## src/rtl/rtc_pkg.sv

```systemverilog
`default_nettype none
// ============================================================================
//  Module      : rtc_pkg
//  Description : Shared constants for the RTC access sequencer: FSM state
//                encoding, field indices, RTC register addresses and the
//                legal BCD range of every time/date field.
//  Revision    : 1.0 - initial release
// ============================================================================
package rtc_pkg;

  // Sequencer states
  typedef enum logic [2:0] {
    ST_GAP     = 3'd0,
    ST_RD      = 3'd1,
    ST_RD_WAIT = 3'd2,
    ST_WR      = 3'd3,
    ST_WR_WAIT = 3'd4
  } state_t;

  // Field indices, shared by edit_sel and the shadow bank
  localparam int unsigned NUM_FIELDS = 6;
  localparam logic [2:0]  FLD_SEG    = 3'd0;
  localparam logic [2:0]  FLD_MIN    = 3'd1;
  localparam logic [2:0]  FLD_HORA   = 3'd2;
  localparam logic [2:0]  FLD_DIA    = 3'd3;
  localparam logic [2:0]  FLD_MES    = 3'd4;
  localparam logic [2:0]  FLD_ANIO   = 3'd5;

  // RTC register map: fields are consecutive starting at 0x21
  localparam logic [7:0]  ADDR_BASE  = 8'h21;
  localparam logic [7:0]  ADDR_SEG   = 8'h21;
  localparam logic [7:0]  ADDR_MIN   = 8'h22;
  localparam logic [7:0]  ADDR_HORA  = 8'h23;
  localparam logic [7:0]  ADDR_DIA   = 8'h24;
  localparam logic [7:0]  ADDR_MES   = 8'h25;
  localparam logic [7:0]  ADDR_ANIO  = 8'h26;

  // Legal BCD ranges
  localparam logic [7:0]  MIN_SEG  = 8'h00, MAX_SEG  = 8'h59;
  localparam logic [7:0]  MIN_MIN  = 8'h00, MAX_MIN  = 8'h59;
  localparam logic [7:0]  MIN_HORA = 8'h00, MAX_HORA = 8'h23;
  localparam logic [7:0]  MIN_DIA  = 8'h01, MAX_DIA  = 8'h31;
  localparam logic [7:0]  MIN_MES  = 8'h01, MAX_MES  = 8'h12;
  localparam logic [7:0]  MIN_ANIO = 8'h00, MAX_ANIO = 8'h99;

  function automatic logic [7:0] field_addr(input logic [2:0] fld);
    return ADDR_BASE + {5'd0, fld};
  endfunction

  function automatic logic [7:0] field_min(input logic [2:0] fld);
    logic [7:0] r;
    case (fld)
      FLD_SEG:  r = MIN_SEG;
      FLD_MIN:  r = MIN_MIN;
      FLD_HORA: r = MIN_HORA;
      FLD_DIA:  r = MIN_DIA;
      FLD_MES:  r = MIN_MES;
      FLD_ANIO: r = MIN_ANIO;
      default:  r = 8'h00;
    endcase
    return r;
  endfunction

  function automatic logic [7:0] field_max(input logic [2:0] fld);
    logic [7:0] r;
    case (fld)
      FLD_SEG:  r = MAX_SEG;
      FLD_MIN:  r = MAX_MIN;
      FLD_HORA: r = MAX_HORA;
      FLD_DIA:  r = MAX_DIA;
      FLD_MES:  r = MAX_MES;
      FLD_ANIO: r = MAX_ANIO;
      default:  r = 8'h00;
    endcase
    return r;
  endfunction

endpackage
`default_nettype wire

```

## src/rtl/bcd_ajuste.sv

```systemverilog
`default_nettype none
// ============================================================================
//  Module      : bcd_ajuste
//  Description : One-step BCD increment/decrement within [min, max] with
//                wrap-around. Illegal inputs are treated as min first.
//  Revision    : 1.0 - initial release
// ============================================================================
module bcd_ajuste (
  input  logic [7:0] value,
  input  logic [7:0] min,
  input  logic [7:0] max,
  input  logic       up,
  output logic [7:0] result
);

  logic [7:0] base;
  logic [3:0] hi;
  logic [3:0] lo;

  // Sanitize the input, then step by one BCD unit with carry/borrow and wrap
  always_comb begin
    base = value;
    if ((value[7:4] > 4'd9) || (value[3:0] > 4'd9) || (value < min) || (value > max)) begin
      base = min;
    end
    hi     = base[7:4];
    lo     = base[3:0];
    result = base;
    if (up) begin
      if (base == max)     result = min;
      else if (lo == 4'd9) result = {hi + 4'd1, 4'd0};
      else                 result = {hi, lo + 4'd1};
    end else begin
      if (base == min)     result = max;
      else if (lo == 4'd0) result = {hi - 4'd1, 4'd9};
      else                 result = {hi, lo - 4'd1};
    end
  end

endmodule
`default_nettype wire

```

## src/rtl/rtc_secuenciador.sv

```systemverilog
`default_nettype none
// ============================================================================
//  Module      : rtc_secuenciador
//  Description : Chooses the next RTC register transaction. Polls the six
//                time/date registers into a BCD shadow bank and inserts
//                BCD-adjusted write transactions for user inc/dec edits.
//                Transactions are purely time-based (T_TRANS cycles).
//  Revision    : 1.0 - initial release
// ============================================================================
module rtc_secuenciador
  import rtc_pkg::*;
#(
  parameter int unsigned T_TRANS  = 74,
  parameter int unsigned T_CAPT   = 70,
  parameter int unsigned POLL_GAP = 1000
) (
  input  logic       clk,
  input  logic       reset,
  input  logic [7:0] data_vga,
  input  logic [2:0] edit_sel,
  input  logic       inc,
  input  logic       dec,
  output logic [7:0] address,
  output logic [7:0] DATA_WRITE,
  output logic       IndicadorMaquina,
  output logic       busy,
  output logic [7:0] seg,
  output logic [7:0] min,
  output logic [7:0] hora,
  output logic [7:0] dia,
  output logic [7:0] mes,
  output logic [7:0] anio
);

  localparam int unsigned TW = (T_TRANS > 1) ? $clog2(T_TRANS) : 1;
  localparam int unsigned GW = (POLL_GAP > 1) ? $clog2(POLL_GAP) : 1;
  localparam logic [TW-1:0] TRANS_LAST = TW'(T_TRANS - 1);
  localparam logic [TW-1:0] CAPT_IDX   = TW'(T_CAPT);
  localparam logic [GW-1:0] GAP_LAST   = GW'(POLL_GAP - 1);

  state_t                         state_q, state_d;
  logic [2:0]                     idx_q, idx_d;
  logic [TW-1:0]                  trans_q, trans_d;
  logic [GW-1:0]                  gap_q, gap_d;
  logic                           pend_q, pend_d;
  logic [2:0]                     pend_field_q, pend_field_d;
  logic                           pend_up_q, pend_up_d;
  logic [2:0]                     wr_field_q, wr_field_d;
  logic [7:0]                     address_q, address_d;
  logic [7:0]                     data_write_q, data_write_d;
  logic                           ind_q, ind_d;
  logic                           busy_q, busy_d;
  logic [NUM_FIELDS-1:0][7:0]     shadow_q, shadow_d;

  logic                           req_ok;
  logic [7:0]                     sel_val;
  logic [7:0]                     adj_val;

  assign req_ok = (inc ^ dec) && (edit_sel <= FLD_ANIO);

  // Shadow value of the pending field, the starting point of the BCD step
  always_comb begin
    sel_val = 8'h00;
    for (int i = 0; i < NUM_FIELDS; i++) begin
      if (pend_field_q == 3'(i)) sel_val = shadow_q[i];
    end
  end

  bcd_ajuste u_bcd_ajuste (
    .value  (sel_val),
    .min    (field_min(pend_field_q)),
    .max    (field_max(pend_field_q)),
    .up     (pend_up_q),
    .result (adj_val)
  );

  // Next-state, edit capture, shadow update and registered bus outputs
  always_comb begin
    state_d      = state_q;
    idx_d        = idx_q;
    trans_d      = trans_q;
    gap_d        = gap_q;
    pend_d       = pend_q;
    pend_field_d = pend_field_q;
    pend_up_d    = pend_up_q;
    wr_field_d   = wr_field_q;
    address_d    = address_q;
    data_write_d = data_write_q;
    ind_d        = ind_q;
    shadow_d     = shadow_q;

    // First request wins; the WR cycle frees the slot for a fresh request
    if (req_ok && (!pend_q || (state_q == ST_WR))) begin
      pend_d       = 1'b1;
      pend_field_d = edit_sel;
      pend_up_d    = inc;
    end else if (state_q == ST_WR) begin
      pend_d       = 1'b0;
    end

    case (state_q)
      ST_GAP: begin
        if (gap_q == '0) begin
          idx_d   = 3'd0;
          state_d = pend_q ? ST_WR : ST_RD;
        end else begin
          gap_d = gap_q - 1'b1;
        end
      end
      // RD/WR are cycle 0 of a transaction; the wait states cover 1..T_TRANS-1
      ST_RD: begin
        trans_d = TW'(1);
        state_d = ST_RD_WAIT;
      end
      ST_RD_WAIT: begin
        if (trans_q == CAPT_IDX) begin
          for (int i = 0; i < NUM_FIELDS; i++) begin
            if (idx_q == 3'(i)) shadow_d[i] = data_vga;
          end
        end
        if (trans_q == TRANS_LAST) begin
          if (pend_q) begin
            // A write after the last field starts a fresh sweep afterwards
            idx_d   = (idx_q == FLD_ANIO) ? 3'd0 : idx_q + 3'd1;
            state_d = ST_WR;
          end else if (idx_q == FLD_ANIO) begin
            gap_d   = GAP_LAST;
            state_d = ST_GAP;
          end else begin
            idx_d   = idx_q + 3'd1;
            state_d = ST_RD;
          end
        end else begin
          trans_d = trans_q + 1'b1;
        end
      end
      ST_WR: begin
        trans_d = TW'(1);
        state_d = ST_WR_WAIT;
      end
      ST_WR_WAIT: begin
        if (trans_q == TRANS_LAST) begin
          for (int i = 0; i < NUM_FIELDS; i++) begin
            if (wr_field_q == 3'(i)) shadow_d[i] = data_write_q;
          end
          state_d = ST_RD;
        end else begin
          trans_d = trans_q + 1'b1;
        end
      end
      default: begin
        state_d = ST_GAP;
        gap_d   = '0;
      end
    endcase

    // Bus outputs are loaded on entry so they are valid for all of cycle 0
    if ((state_d == ST_RD) && (state_q != ST_RD)) begin
      address_d = ADDR_BASE + {5'd0, idx_d};
      ind_d     = 1'b1;
    end
    if ((state_d == ST_WR) && (state_q != ST_WR)) begin
      address_d    = field_addr(pend_field_q);
      data_write_d = adj_val;
      ind_d        = 1'b0;
      wr_field_d   = pend_field_q;
    end
    busy_d = (state_d != ST_GAP);
  end

  // State and output registers, synchronous active-low reset
  always_ff @(posedge clk) begin
    if (!reset) begin
      state_q      <= ST_GAP;
      idx_q        <= 3'd0;
      trans_q      <= '0;
      gap_q        <= '0;
      pend_q       <= 1'b0;
      pend_field_q <= 3'd0;
      pend_up_q    <= 1'b0;
      wr_field_q   <= 3'd0;
      address_q    <= ADDR_SEG;
      data_write_q <= 8'h00;
      ind_q        <= 1'b1;
      busy_q       <= 1'b0;
      shadow_q     <= '0;
    end else begin
      state_q      <= state_d;
      idx_q        <= idx_d;
      trans_q      <= trans_d;
      gap_q        <= gap_d;
      pend_q       <= pend_d;
      pend_field_q <= pend_field_d;
      pend_up_q    <= pend_up_d;
      wr_field_q   <= wr_field_d;
      address_q    <= address_d;
      data_write_q <= data_write_d;
      ind_q        <= ind_d;
      busy_q       <= busy_d;
      shadow_q     <= shadow_d;
    end
  end

  assign address          = address_q;
  assign DATA_WRITE       = data_write_q;
  assign IndicadorMaquina = ind_q;
  assign busy             = busy_q;
  assign seg              = shadow_q[FLD_SEG];
  assign min              = shadow_q[FLD_MIN];
  assign hora             = shadow_q[FLD_HORA];
  assign dia              = shadow_q[FLD_DIA];
  assign mes              = shadow_q[FLD_MES];
  assign anio             = shadow_q[FLD_ANIO];

endmodule
`default_nettype wire

```

## config.mk

```make
export PLATFORM = sky130hd
export DESIGN_NAME = rtc_secuenciador
export DESIGN_NICKNAME = d
export VERILOG_FILES = /design/src/rtl/rtc_pkg.sv /design/src/rtl/bcd_ajuste.sv /design/src/rtl/rtc_secuenciador.sv
export SDC_FILE = /design/constraint.sdc
export NUM_CORES = 1
export LEC_CHECK = 0
export BUFFER_PORTS_ARGS = -buffer_cell sky130_fd_sc_hd__clkbuf_2
export CORE_UTILIZATION = 50
export CTS_CLUSTER_DIAMETER = 50
export DETAILED_ROUTE_END_ITERATION = 10
export PLACE_DENSITY = 0.79
export SLEW_MARGIN = 0
export SYNTH_ARGS = -nofsm -noshare
export SYNTH_HDL_FRONTEND = slang
export SYNTH_SLANG_ARGS = --single-unit
```

## constraint.sdc

```tcl
create_clock -name clk -period 6.1 [get_ports clk]
set_input_delay 0.915 -clock clk [delete_from_list [all_inputs] [get_ports clk]]
set_output_delay 0.915 -clock clk [all_outputs]
set_load 0.05 [all_outputs]
```

==> impl_metrics.ini, run 1 <==
[worst_setup_path]
r2r.worst_path.cells = 18
crit_path_start_kind = flip-flop
crit_arrival_ps = 5730
critPathBufInv = 2
worstSetupPathType = reg2reg
cp_max_fo = 26
crit_chain = and2b_1 -> nand2_1 -> o22ai_2 -> inv_1 -> ha_1 -> inv_1 -> o221ai_1 -> a2111oi_0 -> o21bai_1 -> o21ai_2 -> nand2_1 -> mux2i_1 -> ha_1 -> nand2_1 -> nor2_1 -> a41oi_1 -> nor4_1 -> o21a_1
end_kind = flip-flop
critical_path.top_delay_family = compound AO/OA/AOI/OAI gates
crit_required_ps = 6400
reg2reg_slack_ps = 670
slowest_stage = dfxtp_1
timing.rr.end = DATA_WRITE[7]
r2r-start = pend_field_q[1]
cpMostUsedCell = nand2_1
max_stage_delay_ps = 590

[routing]
drc = 0
vias = 5403
drt-total-wl_um = 16700
first_pass_iters = 5
drt_iter0_drc = 442
drtAntennaViolNets = 0
post_drt_via_cell_ratio = 5.98
wl_per_cell_um = 18.5

[cells_and_area]
n_fill_cell = 965
layout.nets = 798
final_common_cell = nor2_1
final_cell_mix = 114 x nor2_1, 91 x dfxtp_1, 76 x clkbuf_2, 73 x mux2i_1, 49 x nand2_1
syn_to_final_growth_pct = 13.0
diodes = 0
seq_area_mm2 = 0.00186
multi_input_area_mm2 = 0.00362
drive_gt1_share_pct = 19.1

[global_route]
grt_use_met2_pct = 46.7
grt_pass1_wl_um = 26200
grt_util_met1_pct = 37.7
busiest_layer = met2
grt_max_degree = 74
grt-ovfl-total = 0
grt_pass1_vias = 5037
gr-usage-met3_pct = 5.93
grt_usage_pct = 29.0
antenna_found_initial = 0

[die]
placementRows = 38
core-area_mm2 = 0.0111
io_pins = 81
die_w_um = 110
die_area_mm2 = 0.0121
start_util_pct = 52.4
die_h_um = 110

[timing]
slew_violations = 0
period_needed_ps = 5430
maxSlewHeadroom_pct = 27.9
setup_viol = 0
tns_ps = 0
hold_viol_final = 0
finalCritPeriodShare_pct = 89.1
max_freq_ghz = 0.184
clock_skew_ps = 6.24
rsz0062_at_grt = no
tightest_slew_ps = 1080

[cts]
clock_sinks = 93
postCtsSetupRepairBufs = 0
clk_pin_slew_ps = 60
h-tree-depth = 3
cts.hold.buffers_added = 0
clockBufferDepth = 2
numCtsBuffers = 9
clk_latency_ps = 350
cts_root_buf = clkbuf_16
cts_tree = built

[synth]
yosysWarnings = 0
syn-mean-instance-area_um2 = 8.31
synth-adder-area-share_pct = 5.38
yosys.area.top_type = dfxtp_1
syn_area_mm2 = 0.00581
synthArstFlopShare_pct = 0
synthTopCellsByArea = dfxtp_1 32%, mux2i_1 13%, nor2_1 7.4%
synth_seq_cells = 93
synth_top_family_by_area = simple AND/OR/NAND/NOR gates
ys_seq_area_share_pct = 32.0
synth-edff-count = 0
yosys.area_share.simple_pct = 20.8
synth_xor_area_share_pct = 2.24
synth_top_flop_cell = dfxtp_1
synth-compound-area-share_pct = 18.8
ys_types = 84
synth_mux_area_share_pct = 14.5
synth_top_area_share_pct = 32.0
syn-instance-count = 699

[min_path]
holdPathStages = 1
hold_end = trans_q[6]
worstHoldStart = trans_q[6]
hold_class = reg2reg

[run_status]
status = finished clean

[place]
hpwl_um = 12600
numPortBuffers = 76
gp_congestion = 1.02

[pwr]
peakVddDrop_mv = 0.299
power_density_mw_per_mm2 = 473
p_leak_nw = 2.83
total_power_mw = 3.11

[flow_run]
maxCapViolCount = 0
-- repair_timing --
item,CTS,global route
endpoints found under the hold margin,0,0
resized for setup,0,3
setup endpoints to repair,0,6
-- sequential cells by signal (all words and copies together) (netlist names) --
register          count
gap_q                10
DATA_WRITE            8
anio                  8
dia                   8
hora                  8
mes                   8
min                   8
seg                   8
trans_q               7
address               4
idx_q                 3
pend_field_q          3
state_q               3
wr_field_q            3
IndicadorMaquina      1
busy                  1
pend_q                1
pend_up_q             1
-- cell usage after synthesis (all sizes together) (6+ instances only) --
| cell type | number |
|---|---|
| clkbuf | 20 |
| nand2 | 49 |
| mux2 | 10 |
| o21a | 6 |
| inv | 38 |
| nor3 | 19 |
| xnor2 | 7 |
| xor2 | 7 |
| ha | 25 |
| a31oi | 16 |
| o21ai | 38 |
| or3 | 8 |
| buf | 18 |
| dfxtp | 93 |
| mux2i | 73 |
| o22ai | 6 |
| a21oi | 47 |
| nand3 | 14 |
| a221oi | 6 |
| nor2 | 115 |
-- worst register-to-register path, cell delays in order, from the launching register on --
cell	delay (ps)
dfxtp_1	590
and2b_1	500
nand2_1	240
o22ai_2	390
inv_1	110
ha_1	320
inv_1	70
o221ai_1	150
a2111oi_0	440
o21bai_1	170
o21ai_2	310
nand2_1	330
mux2i_1	450
ha_1	250
nand2_1	50
nor2_1	450
a41oi_1	200
nor4_1	210
o21a_1	150
-- layout make-up --
class / instances / area share, %
clock inverter: 3 / 1.05
multi-input combinational: 531 / 55.1
inverter: 39 / 2.23
sequential: 93 / 28.4
timing repair buffer: 84 / 6.71
clock buffer: 13 / 3.81
tap: 140 / 2.67
-- where the power goes --
part           switching, mW  leakage, nW  internal (mW)
clock network          0.237        0.154          0.372
logic                   1.08         1.92          0.543
registers              0.145        0.756          0.730
-- kinds of logic (layout without fill, tap and decap cells) --
group	count (synthesis)	in the layout
multiplexers	83	83
XOR/XNOR	14	14
other	2	4
buffers and inverters	77	139
flip-flops	93	93
AO/OA/AOI/OAI	155	155
AND/OR/NAND/NOR	250	250
adder cells (fa/ha/maj)	25	25
-- routing by layer --
metal  wire, um  up-vias
met5          0        -
met4        399        0
met3       1170       34
met2       7710      229
met1       7440     2556
li1           -     2584
-- per-stage QoR --
stage,setup slack (ps),hold WS [ps],util (%),instances,cell area [um^2]
4_1_cts,501,456,59.2,903,6560
6_report,666,462,59.3,903,6560
5_1_grt,133,510,59.3,903,6560
2_1_floorplan,1800,424,-,701,5820
3_5_place_dp,546,447,56.3,887,6240
3_3_place_gp,635,440,56.3,887,6240
-- how the worst max path moves through the flow --
stage,startpoint,end,depth (start not counted)
4_1_cts,pend_field_q[2],DATA_WRITE[7],18
3_3_place_gp,pend_field_q[2],DATA_WRITE[4],19
6_report,pend_field_q[1],DATA_WRITE[7],18
2_1_floorplan,min[1],DATA_WRITE[3],18
3_5_place_dp,pend_field_q[2],DATA_WRITE[4],18
5_1_grt,pend_field_q[1],DATA_WRITE[7],18
(Power assumes the default switching activity.)
==> inputs of run 2 (changes only) <==
PLACE_DENSITY = 0.78   (was 0.79)
SYNTH_HIERARCHICAL = 1   (was default)
==> run 2 against run 1 <==
Area after synthesis rose by 11%. Combinational power rose by 28%. Design area rose by 11%. Power rose by 19%. Fmax rose by 4.4%. Cell count rose by 15%. Synthesized cell count rose by 13%.
==> impl_metrics.ini, run 2 <==
[cells_and_area]
syn_to_final_growth_pct = 12.6
final_common_cell = nand2_1
fin_util_pct = 57.7
multi_input_area_mm2 = 0.00432
n_fill_cell = 1188
postLayoutCellArea_mm2 = 0.00728
drive_gt1_share_pct = 15.2
largest_reg_flops = 10
diodes = 0
layout.nets = 906
top_register = gap_q
seq_area_mm2 = 0.00186
final_cell_mix = 114 x nand2_1, 93 x dfxtp_1, 76 x clkbuf_2, 62 x nor2_1, 50 x o211a_1

[synth]
yosys.area_share.simple_pct = 21.1
synthTopCellsByArea = dfxtp_1 29%, o211a_1 7.7%, nand2_1 6.6%
syn-mean-instance-area_um2 = 8.20
synth_top_area_share_pct = 28.8
synth-compound-area-share_pct = 28.8
syn-instance-count = 789
synth_mux_area_share_pct = 5.67
synth-edff-count = 0
synth_seq_cells = 93
synth_top_flop_cell = dfxtp_1
synth_xor_area_share_pct = 3.65
syn_area_mm2 = 0.00647
synthArstFlopShare_pct = 0
yosysWarnings = 6
synth_most_common_cell = nand2_1
ys_types = 72
ys_seq_area_share_pct = 28.8
synth_common_cells = 114 x nand2_1, 93 x dfxtp_1, 62 x nor2_1, 50 x o211a_1, 41 x a21oi_1
synth-adder-area-share_pct = 5.41
synth_top_family_by_area = compound AO/OA/AOI/OAI gates
yosys.area.top_type = dfxtp_1

[die]
start_util_pct = 51.3
io_pins = 81
die_w_um = 116
die_area_mm2 = 0.0134
core-area_mm2 = 0.0126
die_h_um = 116
placementRows = 41

[timing]
clock_skew_ps = 5.44
period_needed_ps = 5200
hold_viol_final = 0
setup_viol = 0
tightest_slew_ps = 969
max_freq_ghz = 0.192
rsz0062_at_grt = no
tns_ps = 0
slew_violations = 0
maxSlewHeadroom_pct = 33.6
finalCritPeriodShare_pct = 85.3

[flow_run]
maxCapViolCount = 0

[place]
postPlaceCellArea_mm2 = 0.00696
gp_congestion = 0.931
numPortBuffers = 76
hpwl_um = 12800

[cts]
cts.hold.buffers_added = 0
numCtsBuffers = 9
postCtsSetupRepairBufs = 0
clock_sinks = 93
clk_pin_slew_ps = 60
clk_latency_ps = 350
h-tree-depth = 3
cts_tree = built
ctsResizeCount = 0
clockBufferDepth = 2
cts_root_buf = clkbuf_16

[pwr]
peakVddDrop_mv = 0.434
p_leak_nw = 3.42
power_density_mw_per_mm2 = 507

[routing]
drtAntennaViolNets = 0
first_pass_iters = 5
vias = 6024
drc = 0
wl_per_cell_um = 16.9
drt_iter0_drc = 533
post_drt_via_cell_ratio = 5.80
drt-total-wl_um = 17500

[worst_setup_path]
end_kind = flip-flop
cp_max_fo = 22
crit_arrival_ps = 5480
crit_path_start_kind = flip-flop
crit_required_ps = 6380
reg2reg_slack_ps = 900
worstSetupPathType = reg2reg

[global_route]
antenna_found_initial = 0
grt_pass1_vias = 5311
grt-ovfl-total = 0
grt_max_degree = 93
grt_usage_pct = 26.7
grt_pass1_wl_um = 27700

[run_status]
status = finished clean

[min_path]
hold_class = reg2reg
-- run 2: final timing paths --
kind | from | end | cells past startpoint
max | pend_field_q[1] | DATA_WRITE[7] | 16
min | trans_q[6] | trans_q[6] | 1
max reg2reg | pend_field_q[1] | DATA_WRITE[7] | 16
min reg2reg | trans_q[6] | trans_q[6] | 1
-- run 2: where the power goes --
group	switching, mW	total [mW]	leakage [nW]	internal, mW
combinational	1.40	2.07	2.51	0.662
clock	0.239	0.619	0.159	0.380
sequential	0.207	1.01	0.757	0.798
total	1.85	3.69	3.42	1.84
-- run 2: routing by layer --
metal	GRT usage [%]	routed length, um
met1	36.3	8080
met2	42.1	7980
met3	5.70	1190
met4	8.55	267
met5	0	0
-- run 2: layout make-up --
| class | count | area share, % |
|---|---|---|
| multi-input combinational | 642 | 59.3 |
| sequential | 93 | 25.6 |
| timing repair buffer | 84 | 6.05 |
| clock buffer | 12 | 3.52 |
| tap | 172 | 2.95 |
| inverter | 33 | 1.70 |
| clock inverter | 3 | 0.945 |
-- run 2: worst max-delay path, cell delays in order (launching register included) --
cell      delay [ps]
dfxtp_1          880
nor2_1           260
a21oi_1          250
o221ai_1         460
ha_1             480
and4_1           180
and2_1           140
a211oi_2          80
nor3_2           540
nand2_1          480
a221oi_1         410
a211oi_1          70
buf_4            190
and4_1           200
a311oi_2         240
nand2_1           70
a21boi_0         170
-- run 2: through the flow --
stage / total power, mW / hold WS [ps] / worst slack [ps] / std cells
after global placement: 3.03 / 449 / 1160 / 1024
after detailed placement: 3.05 / 457 / 1070 / 1024
final: 3.69 / 465 / 896 / 1039
after CTS: 3.68 / 468 / 1010 / 1039
after global routing: 3.90 / 500 / 455 / 1039
after floorplan: 2.66 / 423 / 1740 / 822
-- run 2: logic make-up (layout without fill, tap and decap cells) --
logic type                 after synthesis  after routing
and+or+nand+nor                        286            286
AOI/OAI and AO/OA                      230            230
DFF                                     93             93
buffers and inverters                   87            132
muxes                                   36             36
adders and majority gates               28             28
xor gates and xnor gates                27             27
other                                    2             35
